### src/rtl/render_frame_ctrl.sv
// Per-frame sequencer: clear, draw, optional vsync alignment, then buffer swap.
// Optional feature macro: RENDER_VSYNC_WAIT_EN (tear-free swap on VGA_VS falling edge).
module render_frame_ctrl #(
    parameter int unsigned TIMEOUT_CYCLES = 1_000_000
) (
    input  logic        Clk,
    input  logic        Reset_n,
    input  logic        run,
    input  logic        VGA_VS,
    output logic        clear_start,
    input  logic        clear_done,
    output logic        draw_start,
    input  logic        draw_done,
    output logic        buf_sel,
    output logic [15:0] frame_count,
    output logic        busy,
    output logic        timeout_err
);

    localparam int unsigned WD_W = (TIMEOUT_CYCLES > 2) ? $clog2(TIMEOUT_CYCLES) : 1;
    // Terminal cycle is the one whose increment would bring the count to TIMEOUT_CYCLES-1.
    localparam logic [WD_W-1:0] WD_LAST = WD_W'(TIMEOUT_CYCLES - 2);

    typedef enum logic [2:0] {
        IDLE,
        CLEAR,
        CLEAR_WAIT,
        DRAW,
        DRAW_WAIT,
        SWAP
`ifdef RENDER_VSYNC_WAIT_EN
        , VSYNC_WAIT
`endif
    } state_t;

    state_t            state_q, state_d;
    logic [WD_W-1:0]   wd_cnt;
    logic              wd_term;
    logic              wd_fire;
    logic              vs_fall;

`ifdef RENDER_VSYNC_WAIT_EN
    logic vs_q;

    always_ff @(posedge Clk or negedge Reset_n) begin
        if (!Reset_n) begin
            vs_q <= 1'b1;
        end else begin
            vs_q <= VGA_VS;
        end
    end

    assign vs_fall = vs_q & ~VGA_VS;
`else
    logic unused_vs;
    assign unused_vs = VGA_VS;
    assign vs_fall   = 1'b0;
`endif

    assign wd_term = (wd_cnt == WD_LAST);

    always_comb begin
        state_d = state_q;
        wd_fire = 1'b0;
        case (state_q)
            IDLE: begin
                if (run && !timeout_err) state_d = CLEAR;
            end
            CLEAR: state_d = CLEAR_WAIT;
            CLEAR_WAIT: begin
                if (clear_done) begin
                    state_d = DRAW;
                end else if (wd_term) begin
                    state_d = IDLE;
                    wd_fire = 1'b1;
                end
            end
            DRAW: state_d = DRAW_WAIT;
            DRAW_WAIT: begin
                if (draw_done) begin
`ifdef RENDER_VSYNC_WAIT_EN
                    state_d = VSYNC_WAIT;
`else
                    state_d = SWAP;
`endif
                end else if (wd_term) begin
                    state_d = IDLE;
                    wd_fire = 1'b1;
                end
            end
`ifdef RENDER_VSYNC_WAIT_EN
            VSYNC_WAIT: begin
                if (vs_fall) state_d = SWAP;
            end
`endif
            SWAP: state_d = run ? CLEAR : IDLE;
            default: state_d = IDLE;
        endcase
    end

    always_comb begin
        clear_start = (state_q == CLEAR);
        draw_start  = (state_q == DRAW);
        busy        = (state_q != IDLE);
    end

    always_ff @(posedge Clk or negedge Reset_n) begin
        if (!Reset_n) begin
            state_q     <= IDLE;
            wd_cnt      <= '0;
            timeout_err <= 1'b0;
            buf_sel     <= 1'b0;
            frame_count <= '0;
        end else begin
            state_q <= state_d;
            if (state_q == CLEAR || state_q == DRAW) begin
                wd_cnt <= '0;
            end else if (state_q == CLEAR_WAIT || state_q == DRAW_WAIT) begin
                wd_cnt <= wd_cnt + 1'b1;
            end
            if (wd_fire) timeout_err <= 1'b1;
            if (state_q == SWAP) begin
                buf_sel     <= ~buf_sel;
                frame_count <= frame_count + 16'd1;
            end
        end
    end

endmodule

### config.mk
export PLATFORM = sky130hd
export DESIGN_NAME = render_frame_ctrl
export DESIGN_NICKNAME = d
export VERILOG_FILES = /design/src/rtl/render_frame_ctrl.sv
export SDC_FILE = /design/constraint.sdc
export NUM_CORES = 1
export LEC_CHECK = 0
export CAP_MARGIN = 20
export CORE_UTILIZATION = 40
export CTS_CLUSTER_SIZE = 10
export DETAILED_ROUTE_END_ITERATION = 16
export HOLD_SLACK_MARGIN = 0.08
export MAX_ROUTING_LAYER = met4
export RECOVER_POWER = 25
export SLEW_MARGIN = 20
export SYNTH_ARGS = -nofsm -noshare
export SYNTH_HDL_FRONTEND = slang
export SYNTH_SLANG_ARGS = --single-unit
### constraint.sdc
create_clock -name Clk -period 3.6 [get_ports Clk]
set_input_delay 0.54 -clock Clk [delete_from_list [all_inputs] [get_ports Clk]]
set_output_delay 0.54 -clock Clk [all_outputs]
set_load 0.02 [all_outputs]
==> results.md, run 1 <==
- Synth top area share: 46.6%
- Sequential fraction of the synthesis area: 46.6%
- Mapped Nets: 228
- Top post-synthesis cells by area: dfrtp_1, xnor2_1, nand2_1
- Layout fillers: 511
- Worst Hold Depth: 1
- WL/cell: 14.2 um
- Failing checks: max-capacitance violations, max-slew violations
- Initial antenna violation count: 0
- Fraction of registers with async set/reset: 100%
- Final Util: about half
- Post-CTS setup repair buffer count: 0
- Clock latency on the worst-skew pair: about 0.3 ns
- Mean Syn Cell Area: 10.1 um2
- Synthesis-to-layout area growth: 19.8%
- Critical R2R Launch: state_q[1]
- Clock Skew: 0.00729 ns
- Hold Path Class: reg2reg
- DP Worst Slack: 1.33 ns
- CP Class: reg2out
- Slowest-stage cell, CP: clkdlybuf4s50_1
- Via Count: 1725
- HPWL Detailed: ~3100 um
- Leak: 1.11 nW
- Reg2reg end: wd_cnt[11]
- Root Buffer: clkbuf_8
- Hold endpoint: frame_count[15]
- Routed WL: 4520 um
- Die area: 5810 um2
- 1st-iter DRT viols: 115
- Clock slew at reported path FFs: 0.08 ns
- WP data arrival: 2.03 ns
- Clock buffer depth: 2
- Final setup margin: a little over 1 ns
- Layout Nets: ~260
- Synth Register Bits: 41
- Final ANT Viol Nets: 0
- RSZ-0062 raised after global routing: no
- Synth cell types: 47
- Peak fanout along the critical path: 19
- Power per cell area: 552 nW/um2
- Final TNS setup: 0 ns
- Largest net degree at the start of global routing: 42
- Global route overflow: 0
- Startpoint Class: flip-flop
- Die Wd: 76.2 um
- First-pass GRT wire length: 7870 um
- Num Clock Sinks: 41
- Commonest cells post-synth: dfrtp_1, nand2_1, xnor2_1
- Via density: 5.42
- RePlAce Congestion: 0.849
- Diodes inserted: 0
- Max-Cap Viols: 1
- I/O pin count: 27
- Clock share of power: 27.0%
- Highest clock rate: 0.389 GHz
- Outcome: finished, violations left
- CTS H-tree depth: 2
- Worst path cell trace: nand2b_1 > buf_4 > nor2_1 > clkdlybuf4s50_1
- Port bufs: 25
- Resized cells post-CTS: 0
- Die height: 76.2 um
- CP peak stage delay: between 0.6 and 0.7 ns
- Cell taking the most area after synthesis: dfrtp_1
- CP Buf/Inv Count: 2
- WP data required: 3.06 ns
- Peak VDD IR: 0.000325 V
- Vias in the first global route: 1595
- DRC viols: 0
- Post-synth EDFFs: 0
- Total track usage: 17.7%
- Slew Limit Fails: 42
- Period utilization: 71.5%
- Most frequent cell after synthesis: dfrtp_1
- CTS Buf Count: 5
- Sequential share of power: 40.6%
- Starting Density: 42.3%
- Gate Count Post-Synth: 219
- CORE AREA: 5200 um2
- Hold Crit Start: frame_count[15]
- R2R Setup Slk: 1.75 ns
- Final setup fails: 0
- Worst-margin pin slew: 2.21 ns
- Mapped Area: between 2000 and 2500 um2
- Slew HR: -47.4%
- CTS tree: done
- DR pass1 iterations: 5
- Top Family by Delay on Critical Path: buffers and inverters
- R2R cell count: 4
- Psw: 0.523 mW
- Layout cells sized above 1: 10.1%
- Int Pwr: 0.933 mW
- Fin. Hold Viols: 0
- # hold bufs at CTS: 0
- Row cnt: 26
- Yosys warns: 0
- CP endpoint kind: output pin
- Most used DFF post-synth: dfrtp_1
- Switching share of power: between 30 and 40%
- Final min period: 2.57 ns
- Comb power frac: 32.4%
-- per-layer routing --
metal	share of wire, %	global-route usage (%)	wire length (um)
met5	0	-	0
met4	0.80	5.77	36
met3	3.2	3.95	145
met2	46	26.8	2070
met1	50	23.5	2260
-- worst max path at each step --
stage	startpoint	to	slack [ns]	depth (start not counted)
2_1_floorplan	state_q[0]	clear_start	1.79	5
3_3_place_gp	state_q[2]	clear_start	1.33	4
3_5_place_dp	state_q[2]	clear_start	1.33	4
4_1_cts	state_q[2]	clear_start	1.00	4
5_1_grt	state_q[2]	clear_start	0.89	4
6_report	state_q[2]	clear_start	1.03	4
-- per-stage QoR --
step / cell area, um2 / instances / hold WS, ns / power [mW]
floorplan: 2200 / 219 / 0.244 / 0.921
global placement: 2520 / 310 / 0.462 / 1.07
detailed placement: 2520 / 310 / 0.467 / 1.08
CTS: 2640 / 318 / 0.420 / 1.47
global route: 2640 / 318 / 0.504 / 1.55
finish: 2640 / 318 / 0.468 / 1.46
-- power by group through the flow --
stage | Clock, mW | Combinational, mW | Sequential (mW)
4_1_cts | 0.401 | 0.479 | 0.591
3_3_place_gp | 0 | 0.472 | 0.598
6_report | 0.393 | 0.471 | 0.592
5_1_grt | 0.422 | 0.525 | 0.604
2_1_floorplan | 0 | 0.331 | 0.590
3_5_place_dp | 0 | 0.477 | 0.600
-- logic make-up after synthesis --
group | share of synthesized area, %
buffers and inverters | 2.44
and+or+nand+nor | 28.5
DFF | 46.6
adders and majority gates | 1.70
muxes | 3.18
AOI/OAI and AO/OA | 8.52
xor gates and xnor gates | 9.09
-- cells in the final DEF, fill, tap and decap left out, types with 5 or more instances in the layout --
master           synthesis  final
a21oi_1                  5      5
nand4_1                 11     11
nand2b_1                 8      8
dfrtp_1                 41     41
nand3_1                  9      9
xnor2_1                 18     18
nor2_1                  17     17
and3_1                   5      5
clkbuf_8                 0      6
clkdlybuf4s50_1          0     24
nand2_1                 29     29
mux2i_1                  7      7
-- sequential cells by signal (all words and copies together) (netlist names) --
name         count
wd_cnt          20
frame_count     16
state_q          3
buf_sel          1
timeout_err      1
-- final cells by class --
class	instances	area [um2]	share of cell area, %
repair buffers	28	267	10.1
flip-flops and latches	41	1030	38.9
clock inverters	2	37.5	1.42
multi-input cells	167	1120	42.6
clock buffers	6	82.6	3.13
well taps	70	87.6	3.32
inverters	4	15.0	0.569
(Power assumes the default switching activity.)
==> run 2: changes to the inputs <==
==> constraint.sdc (replaced) <==
create_clock -name Clk -period 2.5 [get_ports Clk]
set_input_delay 0.375 -clock Clk [delete_from_list [all_inputs] [get_ports Clk]]
set_output_delay 0.375 -clock Clk [all_outputs]
set_load 0.02 [all_outputs]
==> run 2 against run 1 <==
  * Sequential share of layout area unchanged
  * Core utilization unchanged
  * Cell count increased by 0.31%
  * Non-clock buffer count increased by 2
  * Routed wire length increased by 1.2%
  * The flow now finishes without violations
  * Power increased by 42%
==> results.md, run 2 (synthesis gave the netlist of run 1 again) <==
- CTS H-tree depth: 2 (unchanged)
- Placed cell areas: 2530 um2 (+0.60%)
- Fin. Hold Viols: 0 (unchanged)
- Starting Density: 42.3% (unchanged)
- Outcome: complete, no violations
- Worst path cell trace: nand2b_1 > nor2_1 > clkdlybuf4s50_1
- Peak fanout along the critical path: 9 (-10)
- Max reg flops: 20 (unchanged)
- Die area: 5810 um2 (unchanged)
- Global route overflow: 0 (unchanged)
- Top flop regs: wd_cnt x20, frame_count x16, state_q x3
- # hold bufs at CTS: 0 (unchanged)
- WP data arrival: 1.81 ns (-0.22 ns)
- RSZ-0062 raised after global routing: no
- Via density: 5.44 (+0.32%)
- Startpoint Class: flip-flop
- CORE AREA: 5200 um2 (unchanged)
- Layout Nets: 258 (+0.78%)
- CP Class: reg2out
- Routed WL: 4570 um (+1.2%)
- CTS Buf Count: 5 (unchanged)
- Slew HR: 39.6% (+87 points)
- CP endpoint kind: output pin
- Leak: 1.12 nW (+0.86%)
- Vias in the first global route: 1727 (+8.3%)
- Clock latency on the worst-skew pair: 0.29 ns (about the same)
- Final setup fails: 0 (unchanged)
- Die height: 76.2 um (unchanged)
- Resized cells post-CTS: 0 (unchanged)
- Clock slew at reported path FFs: 0.08 ns (about the same)
- DRC viols: 0 (unchanged)
- Reg2reg end: wd_cnt[19]
- Total track usage: 18.5% (+0.78 points)
- CP peak stage delay: 0.64 ns (+0.02 ns)
- Final min period: 2.19 ns
- Max-Cap Viols: 0 (-1)
- RePlAce Congestion: 0.770 (-9.3%)
- Power per cell area: 784 nW/um2 (+42%)
- Slew Limit Fails: 0 (-100%)
- Port bufs: 25 (unchanged)
- Peak VDD IR: 0.000373 V (+15%)
- Final instance area: 2640 um2 (unchanged)
- Hold Path Class: in2async
- Final ANT Viol Nets: 0 (unchanged)
- Commonest non-fill, non-tap cell in the layout: dfrtp_1
- CTS tree: done
- DR pass1 iterations: 4 (-1)
- HPWL Detailed: 3370 um (+7.6%)
- Layout cells sized above 1: 10.8% (+0.76 points)
- 1st-iter DRT viols: 94 (-18%)
- First-pass GRT wire length: 8240 um (+4.6%)
- Clock Skew: 0.00298 ns (-0.00431 ns)
- Largest net degree at the start of global routing: 42 (unchanged)
- Row cnt: 26 (unchanged)
- Post-CTS setup repair buffer count: 0 (unchanged)
- Initial antenna violation count: 0 (unchanged)
- Most frequent cells in the layout: dfrtp_1, nand2_1, clkdlybuf4s50_1
- Clock buffer depth: 2 (unchanged)
- Root Buffer: clkbuf_8
- Final Util: 50.7% (unchanged)
- Period utilization: 87.4%
- R2R cell count: 6 (+2)
- Synthesis-to-layout area growth: 19.8% (unchanged)
- R2R Setup Slk: 0.74 ns (-1.01 ns)
- Die Wd: 76.2 um (unchanged)
- Highest clock rate: 0.457 GHz
- I/O pin count: 27 (unchanged)
- WP data required: 2.12 ns (-0.94 ns)
- WL/cell: 14.3 um (+0.90%)
- Worst-margin pin slew: 0.906 ns (-1.30 ns)
- Via Count: 1736 (+0.64%)
- Final TNS setup: 0 ns (unchanged)
- Num Clock Sinks: 41 (unchanged)
- Slowest-stage cell, CP: clkdlybuf4s50_1
- Critical R2R Launch: state_q[0]
- Largest register by flop count: wd_cnt
- Diodes inserted: 0 (unchanged)
-- run 2: how the worst max path moves through the flow --
| stage | startpoint | end | slack [ns] | cells past startpoint |
|---|---|---|---|---|
| final | state_q[2] | draw_start | 0.31 | 3 |
| after global routing | state_q[2] | draw_start | 0.19 | 3 |
| after CTS | state_q[2] | draw_start | 0.29 | 3 |
| after detailed placement | state_q[2] | busy | 0.63 | 2 |
| after global placement | state_q[2] | draw_start | 0.62 | 3 |
| after floorplan | state_q[0] | clear_start | 0.85 | 5 |
-- run 2: cell type report --
type,count,area (um2)
Multi-Input combinational cell,167,1120
Fill cell,505,2570
Timing Repair Buffer,30,283
Tap cell,70,87.6
Clock buffer,5,68.8
Inverter,4,15.0
Sequential cell,41,1030
Clock inverter,2,35.0
-- run 2: critical path, delay by kind of cell, from the launching register on --
kind	cells	cell delay, ns
buffers and inverters	1	0.64
flip-flops	1	0.47
AND/OR/NAND/NOR	2	0.41
-- run 2: metal layers --
layer  vias up  GRT usage (%)  wire length, um
li1        859              -                -
met1       852           23.8             2260
met2        18           28.8             2140
met3         7           3.23               96
met4         0           7.50               70
met5         -              -                0
-- run 2: per-stage QoR --
stage	hold slack, ns	std cells	setup slack, ns	power [mW]
floorplan	0.0794	219	0.851	1.33
global placement	0.462	312	0.621	1.56
detailed placement	0.464	312	0.631	1.58
CTS	0.254	319	0.289	2.10
global route	0.278	319	0.194	2.20
finish	0.210	319	0.314	2.07
-- run 2: power by group --
part | switching, mW | internal [mW] | leakage [nW]
clock network | 0.226 | 0.290 | 0.0540
registers | 0.0980 | 0.735 | 0.561
logic | 0.419 | 0.302 | 0.508
